<file path="config.mk">
export PLATFORM = sky130hd
export DESIGN_NAME = onehot_mux_pipe_flat
export DESIGN_NICKNAME = d
export VERILOG_FILES = /design/src/rtl/onehot_mux_pipe_if.sv /design/src/rtl/onehot_mux_pipe.sv /design/src/flat_wrapper.sv
export SDC_FILE = /design/constraint.sdc
export NUM_CORES = 1
export LEC_CHECK = 0
export ABC_AREA = 1
export CAP_MARGIN = 10
export CORE_UTILIZATION = 40
export DETAILED_ROUTE_END_ITERATION = 12
export GPL_ROUTABILITY_DRIVEN = 1
export PLACE_DENSITY = 0.73
export SETUP_SLACK_MARGIN = 0.2
export SYNTH_ARGS = -nofsm -noshare
export SYNTH_HDL_FRONTEND = slang
export SYNTH_SLANG_ARGS = --single-unit
export TNS_END_PERCENT = 20
</file>
<file path="constraint.sdc">
create_clock -name clk -period 5.3 [get_ports clk]
set_clock_uncertainty 0.2 [all_clocks]
set_input_delay 1.325 -clock clk [delete_from_list [all_inputs] [get_ports clk]]
set_output_delay 1.325 -clock clk [all_outputs]
set_load 0.005 [all_outputs]
</file>
<file path="src/rtl/onehot_mux_pipe_if.sv">
// Handshake bundle for onehot_mux_pipe: parallel producer side and single consumer side.
// slave  = view of the mux stage itself; master = view of the surrounding producer/consumer.
interface onehot_mux_pipe_if #(
  parameter int unsigned N = 4,
  parameter int unsigned W = 2
);
  localparam int unsigned CH_W = $clog2(N);

  logic [N*W-1:0]  in_data;
  logic [N-1:0]    in_sel;
  logic            in_valid;
  logic            in_ready;
  logic [W-1:0]    out_data;
  logic [CH_W-1:0] out_ch;
  logic            out_err;
  logic            out_valid;
  logic            out_ready;

  modport slave (
    input  in_data, in_sel, in_valid, out_ready,
    output in_ready, out_data, out_ch, out_err, out_valid
  );

  modport master (
    output in_data, in_sel, in_valid, out_ready,
    input  in_ready, out_data, out_ch, out_err, out_valid
  );
endinterface

</file>
<file path="src/rtl/onehot_mux_pipe.sv">
// N-channel one-hot mux with a single-entry registered valid/ready output stage
// and a saturating count of accepted illegal (zero or multi-hot) selects.
// Build option ONEHOT_MUX_PRIO_FALLBACK_EN: multi-hot selects take the lowest set
// channel's data; otherwise they take the OR of all selected channels.
module onehot_mux_pipe #(
  parameter int unsigned N     = 4,
  parameter int unsigned W     = 2,
  parameter int unsigned CNT_W = 8
) (
  input  logic                  clk,
  input  logic                  rst,
  onehot_mux_pipe_if.slave      io,
  output logic [CNT_W-1:0]      err_cnt,
  input  logic                  err_clr
);
  localparam int unsigned CH_W = $clog2(N);

  logic [W-1:0]     sel_data;
  logic [CH_W-1:0]  sel_ch;
  logic             sel_err;
  logic             in_ready;
  logic             accept;

  logic             out_valid_d, out_valid_q;
  logic [W-1:0]     out_data_d,  out_data_q;
  logic [CH_W-1:0]  out_ch_d,    out_ch_q;
  logic             out_err_d,   out_err_q;
  logic [CNT_W-1:0] err_cnt_d,   err_cnt_q;

  assign in_ready     = !out_valid_q || io.out_ready;
  assign accept       = io.in_valid && in_ready;

  assign io.in_ready  = in_ready;
  assign io.out_valid = out_valid_q;
  assign io.out_data  = out_data_q;
  assign io.out_ch    = out_ch_q;
  assign io.out_err   = out_err_q;
  assign err_cnt      = err_cnt_q;

  // Decode the select: lowest set index, legality, and the selected data.
  always_comb begin
    int unsigned ones;
    logic        found;
    logic [W-1:0] or_data;
`ifdef ONEHOT_MUX_PRIO_FALLBACK_EN
    logic [W-1:0] lo_data;
    lo_data = '0;
`endif
    ones    = 0;
    found   = 1'b0;
    or_data = '0;
    sel_ch  = '0;
    for (int unsigned i = 0; i < N; i++) begin
      if (io.in_sel[i]) begin
        ones++;
        or_data = or_data | io.in_data[i*W +: W];
        if (!found) begin
          found  = 1'b1;
          sel_ch = CH_W'(i);
`ifdef ONEHOT_MUX_PRIO_FALLBACK_EN
          lo_data = io.in_data[i*W +: W];
`endif
        end
      end
    end
    sel_err = (ones != 1);
`ifdef ONEHOT_MUX_PRIO_FALLBACK_EN
    sel_data = lo_data;
`else
    sel_data = or_data;
`endif
  end

  // Next state of the output register and the error counter.
  always_comb begin
    out_valid_d = out_valid_q;
    out_data_d  = out_data_q;
    out_ch_d    = out_ch_q;
    out_err_d   = out_err_q;
    err_cnt_d   = err_cnt_q;
    if (accept) begin
      out_valid_d = 1'b1;
      out_data_d  = sel_data;
      out_ch_d    = sel_ch;
      out_err_d   = sel_err;
    end else if (io.out_ready) begin
      out_valid_d = 1'b0;
    end
    if (err_clr) begin
      err_cnt_d = '0;
    end else if (accept && sel_err && (err_cnt_q != '1)) begin
      err_cnt_d = err_cnt_q + CNT_W'(1);
    end
  end

  // Registers with synchronous reset; reset drops any held beat.
  always_ff @(posedge clk) begin
    if (rst) begin
      out_valid_q <= 1'b0;
      out_data_q  <= '0;
      out_ch_q    <= '0;
      out_err_q   <= 1'b0;
      err_cnt_q   <= '0;
    end else begin
      out_valid_q <= out_valid_d;
      out_data_q  <= out_data_d;
      out_ch_q    <= out_ch_d;
      out_err_q   <= out_err_d;
      err_cnt_q   <= err_cnt_d;
    end
  end
endmodule

</file>
<file path="src/flat_wrapper.sv">
// flat-port wrapper written by rule: the top's interface ports become plain ports
module onehot_mux_pipe_flat 
#(
  parameter int unsigned N     = 4,
  parameter int unsigned W     = 2,
  parameter int unsigned CNT_W = 8
)
  (clk, rst, err_cnt, err_clr, io_in_data, io_in_sel, io_in_valid, io_out_ready, io_in_ready, io_out_data, io_out_ch, io_out_err, io_out_valid);
  onehot_mux_pipe_if #(.N(N), .W(W)) io_i ();
  input  logic clk;
  input  logic rst;
  output logic [CNT_W-1:0] err_cnt;
  input  logic err_clr;
  input wire logic [$bits(io_i.in_data)-1:0] io_in_data;
  input wire logic [$bits(io_i.in_sel)-1:0] io_in_sel;
  input wire logic [$bits(io_i.in_valid)-1:0] io_in_valid;
  input wire logic [$bits(io_i.out_ready)-1:0] io_out_ready;
  output wire logic [$bits(io_i.in_ready)-1:0] io_in_ready;
  output wire logic [$bits(io_i.out_data)-1:0] io_out_data;
  output wire logic [$bits(io_i.out_ch)-1:0] io_out_ch;
  output wire logic [$bits(io_i.out_err)-1:0] io_out_err;
  output wire logic [$bits(io_i.out_valid)-1:0] io_out_valid;
  assign io_i.in_data = io_in_data;
  assign io_i.in_sel = io_in_sel;
  assign io_i.in_valid = io_in_valid;
  assign io_i.out_ready = io_out_ready;
  assign io_in_ready = io_i.in_ready;
  assign io_out_data = io_i.out_data;
  assign io_out_ch = io_i.out_ch;
  assign io_out_err = io_i.out_err;
  assign io_out_valid = io_i.out_valid;
  onehot_mux_pipe #(.N(N), .W(W), .CNT_W(CNT_W)) u_core (.clk(clk), .rst(rst), .io(io_i), .err_cnt(err_cnt), .err_clr(err_clr));
endmodule
</file>
* After elaboration in Yosys (flattened, before gate mapping)
Index checks and enable logic that the tools add are counted.
** Cells by class
- Add/sub/neg operators :: 4
- Reduce and logical (&&, ||, !) cells :: 7
- Bitwise logic cells :: 3
- Muxes and demuxes :: 19
- Eq/ne operators :: 2
** Operators by type and width (count)
- two-way mux 32 bit :: 3
- adder 32 x 1 -> 32 bit, second input constant :: 2
- inequality test 32 x 1 -> 1 bit, second input constant :: 1
- two-way mux 2 bit :: 9
- adder 8 x 1 -> 8 bit, second input constant :: 1
- inequality test 8 bit, second input constant :: 1
- two-way mux 1 bit :: 7
- bitwise OR 2 bit :: 3
- logical AND 1 bit :: 3
- adder 1 x 1 -> 2 bit, second input constant :: 1
- nonzero test 2 bit :: 1
- OR reduction 2 bit :: 1
- zero test 1 bit :: 1
- logical OR 1 bit :: 1
** Word-level totals
- Register bits :: 14

* Logic depth before layout (Yosys ltp)
Gate-level depths: netlist of the first run.
- Word-level depth :: 10
- Mapped depth :: 14
- Mapped depth without buffers :: 14

* Least setup slack after synthesis of the first run
Ideal clock, no wire load.
- Path kind :: input -> register
- From :: in io_in_sel[0]
- To :: reg u_core.err_cnt_q[7] (netlist: u_core.err_cnt[7])
- Required time :: 5.030 ns
- Stages :: 12
- Data arrival time :: 2.786 ns
- Slack :: 2.244 ns
- Path through :: inv_1 -> ha_1 -> nor2_1 -> nor2_4 -> ha_1 -> nor2_1 -> o21ai_1 -> nand2_2 -> nand2_4 -> nand3_4 -> nand2_1 -> a21oi_1
** On the way
- Word-level cells in the longest chain between the ends :: 10
** Ends and longest elaborated chain
- from (decl) :: RTL line flat_wrapper.sv:15 : input wire logic [$bits(io_i.in_sel)-1:0] io_in_sel;
- two-way mux 1 bit (*) :: RTL line onehot_mux_pipe.sv:54 : if (io.in_sel[i]) begin
- adder 1 x 1 -> 2 bit :: RTL line onehot_mux_pipe.sv:55 : ones++;
- two-way mux 32 bit (*) :: RTL line onehot_mux_pipe.sv:54
- adder 32 x 1 -> 32 bit :: RTL line onehot_mux_pipe.sv:55
- two-way mux 32 bit (*) :: RTL line onehot_mux_pipe.sv:54
- adder 32 x 1 -> 32 bit :: RTL line onehot_mux_pipe.sv:55
- two-way mux 32 bit (*) :: RTL line onehot_mux_pipe.sv:54
- inequality test 32 x 1 -> 1 bit (*) :: RTL line onehot_mux_pipe.sv:66 : sel_err = (ones != 1);
- logical AND 1 bit (*) (2 in a row) :: RTL line onehot_mux_pipe.sv:91 : end else if (accept && sel_err && (err_cnt_q != '1)) begin
- to (signal assigned) :: RTL line onehot_mux_pipe.sv:109 : err_cnt_q <= err_cnt_d;
- to (decl) :: RTL line onehot_mux_pipe.sv:28 : logic [CNT_W-1:0] err_cnt_d, err_cnt_q;
Mark *: on every way between the ends. The rest lies on a longest branch, timed or not.
A chain may end at the register's enable or synchronous reset.

* Worst setup path after layout of the first run
- From :: in io_out_ready
- To :: out io_in_ready
** On the way
- Word-level cells in the longest chain between the ends :: 1
** Ends and longest elaborated chain
- from (decl) :: RTL line flat_wrapper.sv:17 : input wire logic [$bits(io_i.out_ready)-1:0] io_out_ready;
- logical OR 1 bit :: RTL line onehot_mux_pipe.sv:30 : assign in_ready = !out_valid_q || io.out_ready;
- to (decl) :: RTL line flat_wrapper.sv:18 : output wire logic [$bits(io_i.in_ready)-1:0] io_in_ready;
Every way passes these cells.

==> results of run 1 <==
==> registers in the layout, summed over array words and instances, names as in the netlist <==
register and flops:
u_core.err_cnt 8, u_core.io.out_ch 2, u_core.io.out_data 2, u_core.io.out_err 1, u_core.io.out_valid 1
==> routing by layer <==
| layer | up-vias | global-route usage [%] | share of wire, % |
|---|---|---|---|
| met2 | 33 | 32.6 | 49 |
| met5 | - | 0 | 0 |
| met4 | 0 | 4.41 | 0.50 |
| met1 | 408 | 21.7 | 44 |
| li1 | 473 | - | - |
| met3 | 2 | 5.30 | 6.3 |
==> layout make-up <==
class / instances / share of cell area [%]
clock buffer: 3 / 1.80
sequential: 14 / 22.4
tap: 27 / 2.71
inverter: 15 / 4.51
timing repair buffer: 31 / 24.8
multi-input combinational: 91 / 43.7
==> through the flow <==
step                      cell area, sq um  power (mW)
after global placement                1230       0.170
after CTS                             1250       0.232
final                                 1250       0.228
after detailed placement              1230       0.171
after global routing                  1250       0.243
after floorplan                        887       0.143
==> cell families after synthesis <==
kind of cell	Yosys count	share of synthesized area, %
fa+ha+maj	5	7.05
buf+inv	16	6.91
flops	14	31.6
simple gates	59	35.0
compound gates	23	14.7
xor+xnor	4	4.80
==> worst min-delay path, stage by stage (launching register included) <==
cell and delay [ps]:
dfxtp_1 310, nand2_1 60, a21oi_1 60
==> synthesized netlist by cell type <==
cell type	instances
a221oi_1	2
nand3b_1	1
nand3_1	3
a21oi_2	1
dfxtp_1	14
buf_2	1
o21ai_1	1
nand2_2	1
inv_1	15
nand3_4	2
a21oi_1	12
nand3_2	1
nor2_1	10
nand2_1	31
xor2_1	3
nor3_4	1
xnor2_2	1
nand2_4	1
o21ai_0	6
a311oi_1	1
nor2_4	1
nand4_1	7
ha_1	5
==> worst max-delay path by stage <==
stage	to	slack, ps	depth (start not counted)
finish	io_in_ready	1370	4
global route	io_in_ready	1320	4
CTS	io_in_ready	1360	4
detailed placement	io_in_ready	1370	4
global placement	io_in_ready	1380	4
floorplan	u_core.err_cnt[7]$_SDFFE_PP0P_	2240	12
==> power breakdown <==
part,switching [mW],internal (mW),total (mW)
Sequential,0.00258,0.109,0.112
Combinational,0.0277,0.0291,0.0567
Clock,0.0331,0.0263,0.0594
==> cell usage in the layout (no fill, tap or decap) <==
cell and count:
nor2_4 1, nand2_2 1, nand3_1 3, nand3b_1 1, inv_1 15, dfxtp_1 14, xnor2_2 1, ha_1 5
a311oi_1 1, o21ai_0 6, nor2_1 10, nand3_2 1, clkbuf_4 3, nand4_1 7, nor3_4 1, nand2_4 1
a221oi_1 2, clkdlybuf4s50_1 31, xor2_1 3, o21ai_1 1, a21oi_1 12, nand3_4 2, a21oi_2 1, nand2_1 31
==> flow_summary_export.csv, run 1 <==
group,metric,value,unit
run_status,outcome,"complete, no violations",
worst_setup_path,crit_fanout,2,
yosys,yosysTopAreaCellShare,31.6,%
place,gp_congestion,0.733,
worst_setup_path,path_class,"input port to output port",
layout,regArea,280,sq um
layout,multi_input_area,546,sq um
timing,finalHoldViolations,0,
clocking,clock_sinks,14,
clocking,htree_num_levels,1,
clocking,cts_buffer_depth,2,
power_and_ir_drop,power.density,183,nW/um^2
yosys,ys.warnings.count,0,
global_routing,grt_max_degree,20,
clocking,root_buffer,"clkbuf_4",
timing,fmaxAchievable,0.255,GHz
yosys,synthTopCellsByArea,"dfxtp_1, nand2_1, ha_1",
clocking,clk_pin_slew,80,ps
worst_setup_path,cp_top_family,"buffers and inverters",
clocking,cts-resized-gates,0,
timing,hold-worst-slack,278,ps
worst_setup_path,path_buf_inv,3,
layout,nets,178,
timing,tightest_slew,823,ps
place,dp_slack,1370,ps
min_path,whs_path_depth,2,
routing,routed_via_density,5.06,
clocking,post_cts_buffers,0,
min_path,hold_end,"u_core.io.out_err$_SDFFE_PP0P_",
min_path,holdCritPathClass,"flip-flop to flip-flop",
yosys,synth-seq-cells,14,
routing,drtPass1Iterations,4,
layout,antenna_cells,0,
routing,drc,0,
layout,drive_gt1_share,7.79,%
worst_setup_path,required,3770,ps
timing,slew_viol_final,0,
routing,drtAntennaViolNets,0,
floorplan,dieArea,2410,sq um
routing,dr_total_vias,916,
worst_setup_path,rrSetupSlack,3480,ps
yosys,syn-instance-count,121,
timing,period_minus_slack,3930,ps
routing,drt-total-wl,1990,um
global_routing,track_usage,18.5,%
floorplan,fp-row-count,16,
global_routing,grt_pass1_vias,863,
timing,fin_ws,1370,ps
yosys,syn_area,887,sq um
layout,areaGrowthSynthToFinish,40.8,%
yosys,synth-seq-area-share,31.6,%
global_routing,grt_pass1_wl,3540,um
timing,slew_headroom,45.2,%
worst_setup_path,reg2reg_to,"u_core.err_cnt[3]$_SDFFE_PP0P_",
min_path,hp-start,"u_core.io.out_err$_SDFFE_PP0P_",
yosys,yosysUniqueCellTypes,23,
global_routing,grt.overflow.total,0,
place,port_buffers,31,
floorplan,core-area,2020,sq um
layout,fin_util,61.8,%
global_routing,antenna_found_initial,0,
place,hpwlAfterDp,1520,um
power_and_ir_drop,p_leak,0.524,nW
timing,period_share,74.1,%
worst_setup_path,crit_arrival,2400,ps
clocking,holdBufCountCts,0,
worst_setup_path,reg2reg_from,"u_core.err_cnt[0]$_SDFFE_PP0P_",
floorplan,die_w,49.1,um
floorplan,ios,32,
clocking,cts_tree,"built",
routing,wire_per_inst,11.0,um
routing,drt_first_iter_violations,13,
place,place_inst,178,
layout,instances_no_fill,181,
clocking,clock_latency,270,ps
timing,fin_setup_tns,0,ps
clocking,numCtsBuffers,3,
layout,n_fill_cell,195,
worst_setup_path,cp-start-kind,"input port",
worst_setup_path,max_stage_delay,500,ps
worst_setup_path,worst_setup_path_end_kind,"output port",
yosys,yosysTopAreaCell,"dfxtp_1",
job,cap_viol_max_count,0,
yosys,syn-num-nets,143,
worst_setup_path,crit_chain,"clkdlybuf4s50_1 > inv_1 > nand2_1 > clkdlybuf4s50_1",
worst_setup_path,crit_path_frequent_cell,"clkdlybuf4s50_1",
timing,rsz0062_at_grt,"no",
power_and_ir_drop,peakVddDrop,0.108,mV
worst_setup_path,reg2regPathDepth,7,
floorplan,die_h,49.1,um
floorplan,start_util,43.9,%
yosys,synth_area_per_cell,7.33,sq um
worst_setup_path,slowest_stage,"clkdlybuf4s50_1",
worst_setup_path,crit_path_start,"io_out_ready",
timing,setup_viol,0,
Note: power is estimated with default switching activity, not from simulation.
==> run 2, diff against run 1 <==
--- a/config.mk
+++ b/config.mk
@@ -7,10 +7,10 @@
 export LEC_CHECK = 0
 export ABC_AREA = 1
 export CAP_MARGIN = 10
-export CORE_UTILIZATION = 40
+export CORE_UTILIZATION = 39
 export DETAILED_ROUTE_END_ITERATION = 12
 export GPL_ROUTABILITY_DRIVEN = 1
-export PLACE_DENSITY = 0.73
+export PLACE_DENSITY = 0.74
 export SETUP_SLACK_MARGIN = 0.2
 export SYNTH_ARGS = -nofsm -noshare
 export SYNTH_HDL_FRONTEND = slang
==> constraint.sdc (replaced) <==
create_clock -name clk -period 3.4 [get_ports clk]
set_clock_uncertainty 0.2 [all_clocks]
set_input_delay 0.85 -clock clk [delete_from_list [all_inputs] [get_ports clk]]
set_output_delay 0.85 -clock clk [all_outputs]
set_load 0.005 [all_outputs]
==> run 2 against run 1 <==
  * Register-to-register slack got worse by 1900 ps
  * Combinational power is 57% higher
  * Critical endpoint is now u_core.err_cnt[0]$_SDFFE_PP0P_
  * Cell area up 1.0%
  * Sequential power increased by 56%
==> flow_summary_export.csv, run 2 (same netlist as run 1, synthesis figures left out) <==
group,metric,value,unit
floorplan,fp-row-count,16,
layout,drive_gt1_share,9.03,%
place,port_buffers,31,
routing,wire_per_inst,11.1,um
timing,period_share,88.2,%
worst_setup_path,cp-start-kind,"input port",
clocking,holdBufCountCts,0,
clocking,clock_sinks,14,
timing,setup_viol,0,
min_path,holdCritPathClass,"flip-flop to flip-flop",
worst_setup_path,required,3400,ps
run_status,outcome,"complete, no violations",
routing,drtPass1Iterations,4,
timing,period_minus_slack,3000,ps
timing,fin_setup_tns,0,ps
routing,routed_via_density,5.02,
worst_setup_path,crit_chain,"clkdlybuf4s50_1 > inv_1 > ha_1 > nor2_2 > nor2_4 > ha_1 > nor2_1 > o21ai_1 > nand2_2 > nand2_4 > nand3_4 > nand2_1 > a21oi_1",
layout,mostFrequentLayoutCells,"nand2_1, clkdlybuf4s50_1, inv_1, dfxtp_1, a21oi_1",
clocking,numCtsBuffers,3,
layout,nets,179,
clocking,cts_tree,"built",
global_routing,grt_max_degree,15,
place,dpl_cell_area,1230,sq um
layout,n_fill_cell,194,
layout,regArea,280,sq um
layout,areaGrowthSynthToFinish,42.2,%
job,cap_viol_max_count,0,
clocking,root_buffer,"clkbuf_4",
clocking,clk_pin_slew,80,ps
routing,drtAntennaViolNets,0,
global_routing,grt_pass1_vias,853,
clocking,cts_buffer_depth,2,
clocking,clock_latency,270,ps
global_routing,antenna_found_initial,0,
global_routing,track_usage,18.5,%
worst_setup_path,slowest_stage,"clkdlybuf4s50_1",
layout,multi_input_area,548,sq um
routing,drc,0,
layout,antenna_cells,0,
global_routing,grt_pass1_wl,3550,um
timing,finalHoldViolations,0,
timing,tightest_slew,667,ps
worst_setup_path,crit_arrival,3000,ps
layout,largest_register_ffs,8,
power_and_ir_drop,peakVddDrop,0.206,mV
routing,drt_first_iter_violations,20,
floorplan,core-area,2040,sq um
worst_setup_path,crit_fanout,10,
clocking,htree_num_levels,1,
floorplan,start_util,43.4,%
clocking,cts-resized-gates,0,
worst_setup_path,crit_path_frequent_cell,"ha_1",
layout,final_common_cell,"nand2_1",
worst_setup_path,path_buf_inv,2,
timing,fmaxAchievable,0.334,GHz
routing,drt-total-wl,2030,um
clocking,post_cts_buffers,0,
floorplan,ios,32,
timing,rsz0062_at_grt,"no",
place,hpwlAfterDp,1590,um
routing,dr_total_vias,913,
global_routing,grt.overflow.total,0,
worst_setup_path,worst_setup_path_end_kind,"flip-flop",
floorplan,die_w,49.7,um
timing,slew_viol_final,0,
worst_setup_path,max_stage_delay,520,ps
power_and_ir_drop,p_leak,0.538,nW
floorplan,die_h,49.7,um
floorplan,dieArea,2470,sq um
power_and_ir_drop,power.density,281,nW/um^2
layout,fin_area,1260,sq um
worst_setup_path,cp_top_family,"simple AND/OR/NAND/NOR gates",
place,gp_congestion,0.824,
worst_setup_path,path_class,"input port to flip-flop",
timing,slew_headroom,55.5,%
[run 2: layout make-up]
cell class / instances / area share (%)
clock buffers: 3 / 1.79
inverters: 15 / 4.46
multi-input cells: 91 / 43.5
flip-flops and latches: 14 / 22.2
well taps: 27 / 2.68
repair buffers: 32 / 25.4
[run 2: worst paths after layout]
| path | startpoint | to | slack [ps] | cells past startpoint |
|---|---|---|---|---|
| worst max register to register | u_core.err_cnt[0]$_SDFFE_PP0P_ | u_core.err_cnt[0]$_SDFFE_PP0P_ | 1570 | 7 |
| worst min register to register | u_core.io.out_err$_SDFFE_PP0P_ | u_core.io.out_err$_SDFFE_PP0P_ | 280 | 2 |
| worst min-delay path | u_core.io.out_err$_SDFFE_PP0P_ | u_core.io.out_err$_SDFFE_PP0P_ | 280 | 2 |
| worst max-delay path | io_in_sel[0] | u_core.err_cnt[0]$_SDFFE_PP0P_ | 400 | 13 |
[run 2: worst min-delay path, stage by stage (launching register included)]
cell	delay (ps)
dfxtp_1	330
nand2_1	60
a21oi_1	50
[run 2: routing by layer]
layer  global-route usage [%]  routed length (um)  up-vias  share of wire, %
met2                     33.3                1060       33                52
met4                     4.29                   0        0                 0
met1                     20.8                 856      409                42
met5                        0                   0        -                 0
met3                     6.17                 112        0               5.5
li1                         -                   -      471                 -
[run 2: metrics by stage]
step	std cells	setup WS [ps]	util (%)	power, mW	hold slack [ps]
3_3_place_gp	179	144	60.4	0.264	253
6_report	182	403	61.8	0.354	281
5_1_grt	182	210	61.8	0.378	300
4_1_cts	182	339	61.5	0.359	284
3_5_place_dp	179	54.4	60.4	0.267	270
2_1_floorplan	121	819	-	0.223	255
[run 2: power breakdown]
group          switching [mW]  internal [mW]
logic                  0.0428         0.0463
clock network          0.0491         0.0409
registers             0.00463          0.170
total                  0.0965          0.258
==> run 3, diff against run 2 <==
--- a/config.mk
+++ b/config.mk
@@ -11,6 +11,7 @@
 export DETAILED_ROUTE_END_ITERATION = 12
 export GPL_ROUTABILITY_DRIVEN = 1
 export PLACE_DENSITY = 0.74
+export RECOVER_POWER = 50
 export SETUP_SLACK_MARGIN = 0.2
 export SYNTH_ARGS = -nofsm -noshare
 export SYNTH_HDL_FRONTEND = slang
==> run 3 against run 2 <==
  * Hold slack got worse by 3.8 ps
  * Critical path depth down 9
  * Maximum frequency decreased by 1.4%
  * Count of clock-buffer cells in the layout unchanged
  * Setup slack got worse by 44 ps
  * Combinational power down 3.3%
  * Die area stayed put
  * Non-clock buffer count stayed put
  * First-iteration DRC count fell by 10%
==> flow_summary_export.csv, run 3 (same netlist as run 1, synthesis figures left out) <==
group,metric,value,unit
timing,tightest_slew,1140,ps
floorplan,core-area,2040,sq um
place,dp_slack,54.4,ps
routing,dr_total_vias,909,
power_and_ir_drop,peakVddDrop,0.206,mV
global_routing,grt_pass1_vias,853,
place,hpwlAfterDp,1590,um
layout,mostFrequentLayoutCells,"nand2_1, clkdlybuf4s50_1, inv_1, dfxtp_1",
floorplan,ios,32,
layout,largest_register_ffs,8,
floorplan,start_util,43.4,%
run_status,outcome,"complete, no violations",
worst_setup_path,cp-start-kind,"input port",
routing,routed_via_density,4.99,
timing,finalHoldViolations,0,
global_routing,track_usage,18.5,%
clocking,cts_buffer_depth,2,
job,cap_viol_max_count,0,
clocking,cts_tree,"built",
timing,slew_viol_final,0,
worst_setup_path,crit_fanout,2,
routing,wl_met3,109,um
global_routing,grt.overflow.total,0,
clocking,clock_latency,270,ps
floorplan,die_h,49.7,um
timing,slew_headroom,24.3,%
timing,setup_viol,0,
floorplan,dieArea,2470,sq um
routing,drt_first_iter_violations,18,
layout,n_fill_cell,196,
clocking,clk_pin_slew,80,ps
layout,areaGrowthSynthToFinish,41.7,%
min_path,holdCritPathClass,"flip-flop to flip-flop",
layout,regArea,280,sq um
routing,top_layer_used,"met3",
routing,drtAntennaViolNets,0,
routing,drt-total-wl,2030,um
worst_setup_path,required,2350,ps
floorplan,fp-row-count,16,
global_routing,grt_pass1_wl,3550,um
layout,fin_util,61.6,%
clocking,numCtsBuffers,3,
worst_setup_path,path_class,"input port to output port",
worst_setup_path,worst_setup_path_end_kind,"output port",
clocking,root_buffer,"clkbuf_4",
clocking,clock_sinks,14,
routing,wl_met2,1060,um
global_routing,antenna_found_initial,0,
place,gp_congestion,0.824,
timing,period_minus_slack,3040,ps
worst_setup_path,crit_arrival,1990,ps
routing,wl_met1,858,um
timing,rsz0062_at_grt,"no",
place,port_buffers,31,
power_and_ir_drop,power.density,279,nW/um^2
layout,drive_gt1_share,8.39,%
timing,period_share,89.4,%
timing,fin_ws,359,ps
layout,antenna_cells,0,
layout,multi_input_area,544,sq um
clocking,post_cts_buffers,0,
timing,fin_setup_tns,0,ps
global_routing,grt_max_degree,15,
timing,fmaxAchievable,0.329,GHz
routing,drc,0,
layout,nets,179,
layout,final_common_cell,"nand2_1",
floorplan,die_w,49.7,um
routing,wire_per_inst,11.1,um
power_and_ir_drop,p_leak,0.571,nW
clocking,htree_num_levels,1,
routing,drtPass1Iterations,4,
## run 3: layer usage
metal | track usage (%) | vias up
li1 | - | 470
met1 | 20.8 | 408
met2 | 33.3 | 31
met3 | 6.17 | 0
met4 | 4.29 | 0
met5 | 0 | -
## run 3: critical path, stage by stage
cell and delay (ps):
dlygate4sd3_1 520, inv_1 50, nand2_1 70, clkdlybuf4s50_1 500
## run 3: path summary, 6_finish.rpt
kind	slack (ps)	cells after the start	from	endpoint
setup / recovery	360	4	io_out_ready	io_in_ready
setup reg to reg	1410	4	u_core.io.out_valid$_SDFFE_PP0P_	u_core.io.out_ch[0]$_SDFFE_PP0P_
hold / removal	280	2	u_core.io.out_err$_SDFFE_PP0P_	u_core.io.out_err$_SDFFE_PP0P_
hold reg to reg	280	2	u_core.io.out_err$_SDFFE_PP0P_	u_core.io.out_err$_SDFFE_PP0P_
## run 3: per-stage QoR
stage                     hold slack [ps]  std cells  total power [mW]  area [sq um]
after floorplan                       255        121             0.223           887
after global placement                253        179             0.264          1230
after detailed placement              270        179             0.267          1230
after CTS                             284        182             0.359          1260
after global routing                  297        182             0.375          1260
final                                 278        182             0.350          1260
## run 3: layout make-up
cell class              instances  share of cell area (%)
clock buffers                   3                    1.79
repair buffers                 32                    25.5
inverters                      15                    4.48
multi-input cells              91                    43.3
well taps                      27                    2.69
flip-flops and latches         14                    22.3
## run 3: power by group
group | internal, mW | switching [mW]
logic | 0.0436 | 0.0426
registers | 0.170 | 0.00418
clock network | 0.0409 | 0.0486
total | 0.255 | 0.0954
## run 3: what timing repair did
item                                    in CTS  in global routing
endpoints found under the setup margin       0                  8
resized for setup                            0                  2
hold buffers                                 0                  0
